## src/rtl/wb_pipe_ctrl.sv

```systemverilog
// Writeback controller: decodes a register-file write intent and carries it
// down an NSTAGE-deep stall/flush pipeline. Optional RAW hazard flag under WB_HAZARD_EN.
module wb_pipe_ctrl #(
    parameter int          RA_W      = 3,
    parameter int          NSTAGE    = 3,
    parameter logic [15:0] OP3_WMASK = 16'h1F7F
) (
    input  logic            clk,
    input  logic            rst_n,
    input  logic            in_valid,
    input  logic            stall,
    input  logic            flush,
    input  logic [1:0]      op1,
    input  logic [3:0]      op3,
    input  logic [RA_W-1:0] rd_rb,
    input  logic [RA_W-1:0] ra_op2,
    input  logic [RA_W-1:0] src_a,
    input  logic [RA_W-1:0] src_b,
    output logic [RA_W-1:0] wb_addr,
    output logic            wb_en,
    output logic            hazard
);

    typedef struct packed {
        logic            v;
        logic            we;
        logic [RA_W-1:0] addr;
    } stage_t;

    stage_t [NSTAGE-1:0] stg_q, stg_d;
    logic                we_dec;
    logic [RA_W-1:0]     addr_dec;

    always_comb begin
        we_dec   = 1'b0;
        addr_dec = rd_rb;
        unique case (op1)
            2'b00: begin
                we_dec   = 1'b1;
                addr_dec = ra_op2;
            end
            2'b01: we_dec = 1'b0;
            2'b10: we_dec = (ra_op2 == '0);
            2'b11: we_dec = OP3_WMASK[op3];
            default: we_dec = 1'b0;
        endcase
    end

    always_comb begin
        stg_d = stg_q;
        if (!stall) begin
            stg_d[0] = {in_valid, we_dec, addr_dec};
            for (int n = 1; n < NSTAGE; n++) stg_d[n] = stg_q[n-1];
        end
        if (flush) begin
            for (int n = 0; n < NSTAGE - 1; n++) stg_d[n].v = 1'b0;
            // The entry leaving stage NSTAGE-2 is on the wrong path too.
            if (!stall) stg_d[NSTAGE-1].v = 1'b0;
        end
    end

    always_ff @(posedge clk or negedge rst_n) begin
        if (!rst_n) stg_q <= '0;
        else        stg_q <= stg_d;
    end

    assign wb_en   = stg_q[NSTAGE-1].v & stg_q[NSTAGE-1].we & ~stall;
    assign wb_addr = stg_q[NSTAGE-1].addr;

`ifdef WB_HAZARD_EN
    logic hit;

    // Last stage is excluded: the register file writes before it reads.
    always_comb begin
        hit = 1'b0;
        for (int n = 0; n < NSTAGE - 1; n++) begin
            if (stg_q[n].v && stg_q[n].we &&
                (stg_q[n].addr == src_a || stg_q[n].addr == src_b))
                hit = 1'b1;
        end
    end

    assign hazard = in_valid & hit;
`else
    logic unused_src;
    assign unused_src = ^{src_a, src_b};
    assign hazard     = 1'b0;
`endif

endmodule

```

## config.mk

```make
export PLATFORM = sky130hd
export DESIGN_NAME = wb_pipe_ctrl
export DESIGN_NICKNAME = d
export VERILOG_FILES = /design/src/rtl/wb_pipe_ctrl.sv
export SDC_FILE = /design/constraint.sdc
export NUM_CORES = 1
export LEC_CHECK = 0
export CORE_MARGIN = 1
export CORE_UTILIZATION = 40
export DETAILED_ROUTE_END_ITERATION = 10
export PLACE_DENSITY_LB_ADDON = 0.08
export RECOVER_POWER = 50
export SYNTH_ARGS = -nofsm -noshare
export SYNTH_HDL_FRONTEND = slang
export SYNTH_SLANG_ARGS = --single-unit
```

## constraint.sdc

```tcl
create_clock -name clk -period 1 [get_ports clk]
set_clock_uncertainty 0.2 [all_clocks]
set_input_delay 0.2 -clock clk [delete_from_list [all_inputs] [get_ports clk]]
set_output_delay 0.2 -clock clk [all_outputs]
set_load 0.05 [all_outputs]
```

==> metrics <==
setup bufs post-CTS 0; max-slew violations 0; kind of critical path flop to output pin; R2R Path End wb_addr[1]; element type at the critical path end output pin; clock root buffer clkbuf_4; Reg2Reg Depth 1; Worst R2R Start wb_addr[1]; Yosys warning total 0; vias in the first global route 487; worst reg-to-reg setup slack 0.01 ns; port bufs 20; most frequent cells in the layout dfrtp_1, mux2_2, clkdlybuf4s50_1, dlygate4sd2_1; sequential share of the synthesized area 55.6%; Final setup viols 4; area grow syn2layout 50.4%; Chip Width 43.1 um; Synth Area per Inst 12.1 um2; GP Congestion 0.627; Antenna Nets Post-Route 0; first-pass GRT wire length 2010 um; total power 1500 uW; fillers 129; Worst EP arrival 1.00 ns; Logic pwr share 28.2%; Hold WC Path Type primary input to async pin; grt total ovfl 0; unrepaired setup endpoints after global routing true; largest net degree at the start of global routing 16; Worst setup SP type flop; Total GRT Usage 15.4%; Final Instance Area 1020 um2; Die ar. 1860 um2; setup ws final -0.400 ns; Synth Net Count 79; Flop pwr share 49.1%; CTS Hold Bufs 0; CP Max Fanout 2; area leader, netlist dfrtp_1; row cnt 14; residual DRC count 0; Routed WL per cell 12.2 um; Max-cap violations 0; via count 494; status finished, violations left; post-synth top area share 55.6%; Final Hold Fails 0; drt initial violations 5; Period Utilization, post-route 140%; CTS Buf Count 3; Clk Latency, worst-skew pair 0.29 ns; Routed WL 1170 um; top cells by area, synth dfrtp_1, mux2_2, mux2i_1; upper clock frequency limit 714 MHz; sw frac 28.7%; Max VDD drop 1.14 mV; area post-placement 963 um2; TritonCTS clock tree yes; min Tclk post-route 1.40 ns; worst endpoint required time 0.60 ns; H-tree lvl count 1; # IOs 28; Antenna diodes 0; Post-Syn Area 676 um2; total power divided by cell area 1480 nW/um2; layout cells sized above 1 38.8%; antenna violations before repair 0; Sink Count 15; core area 1540 um2; hpwl dp 812 um; vias per cell 5.15; static leakage 0.000457 uW; Syn Inst Count 56; die height 43.1 um; synthesis-stage register bit count 15; Clk pwr share 22.7%; post-synth cell types 17; Clock Tree Buf Depth 2; post-route setup TNS -1.18 ns; drt first pass iters 4; Initial Utilization 43.8%; Worst-path clk slew 0.09 ns; failing checks negative setup slack; Cell Int Power 1070 uW; commonest non-fill, non-tap cell in the layout dfrtp_1; Psw 431 uW; WHS 0.145 ns; Layout Nets 104
==> metal layers <==
| metal | vias up | routed length (um) | global-route usage, % |
|---|---|---|---|
| met1 | 238 | 464 | 17.1 |
| met3 | 2 | 68 | 7.66 |
| li1 | 237 | - | - |
| met2 | 17 | 621 | 25.4 |
| met4 | 0 | 13 | 5.45 |
| met5 | - | 0 | 0 |
==> area by class of cell <==
cell class                 count  area [um2]  area share, %
sequential                    15         375           36.9
timing repair buffer          26         308           30.3
multi-input combinational     35         285           28.1
clock buffer                   3        22.5           2.22
tap                           16        20.0           1.97
clock inverter                 1        5.00          0.493
==> kinds of logic after synthesis <==
kind of cell	synth area share [%]
flops	55.6
compound gates	5.74
mux	20.7
fa+ha+maj	1.67
simple gates	9.44
buf+inv	6.30
other cells	0.555
==> sequential cells by signal, summed over array words and instances (netlist names), named ones only <==
name     cells
stg_q       11
wb_addr      3
==> synthesized netlist by cell type <==
cell type and count:
nor2_1 4, and3_4 1, a22o_1 1, dfrtp_1 15, buf_4 5, maj3_2 1
nor3_1 2, nor2_2 1, mux2_2 8, o21ai_1 1, mux2i_1 5, a21oi_1 1
conb_1 1, buf_2 1, nor2b_1 1, o21ai_0 4, nand2_1 4
==> power by group through the flow <==
stage / clock (uW) / sequential, uW / combinational, uW
after floorplan: 0 / 723 / 246
after global placement: 0 / 746 / 418
after detailed placement: 0 / 748 / 424
after CTS: 355 / 738 / 440
after global routing: 381 / 748 / 450
final: 341 / 737 / 424
==> critical path, cell delays in order (launching register included) <==
cell and delay [ns]:
dfrtp_1 0.39, nand2_2 0.08, nor2_4 0.10, buf_12 0.14
==> how the worst max path moves through the flow <==
stage           endpoint  slack [ns]  start
2_1_floorplan      wb_en       -0.07   flop
3_3_place_gp    stg_q[7]       -0.54  stall
3_5_place_dp   stg_q[13]       -0.55  stall
4_1_cts            wb_en       -0.41   flop
5_1_grt            wb_en       -0.43   flop
6_report           wb_en       -0.40   flop
==> metrics by stage <==
stage	util (%)	setup slack [ns]	cells
2_1_floorplan	-	-0.0670	56
3_3_place_gp	62.5	-0.538	91
3_5_place_dp	62.5	-0.551	91
4_1_cts	67.2	-0.405	96
5_1_grt	65.9	-0.430	96
6_report	65.9	-0.400	96
==> repair_timing <==
action | in CTS | in global routing
endpoints found under the setup margin | 19 | 10
gates cloned | 1 | 0
gates resized for setup | 16 | 1
pin swaps | 5 | 0
Power figures use the tool's default switching activity.
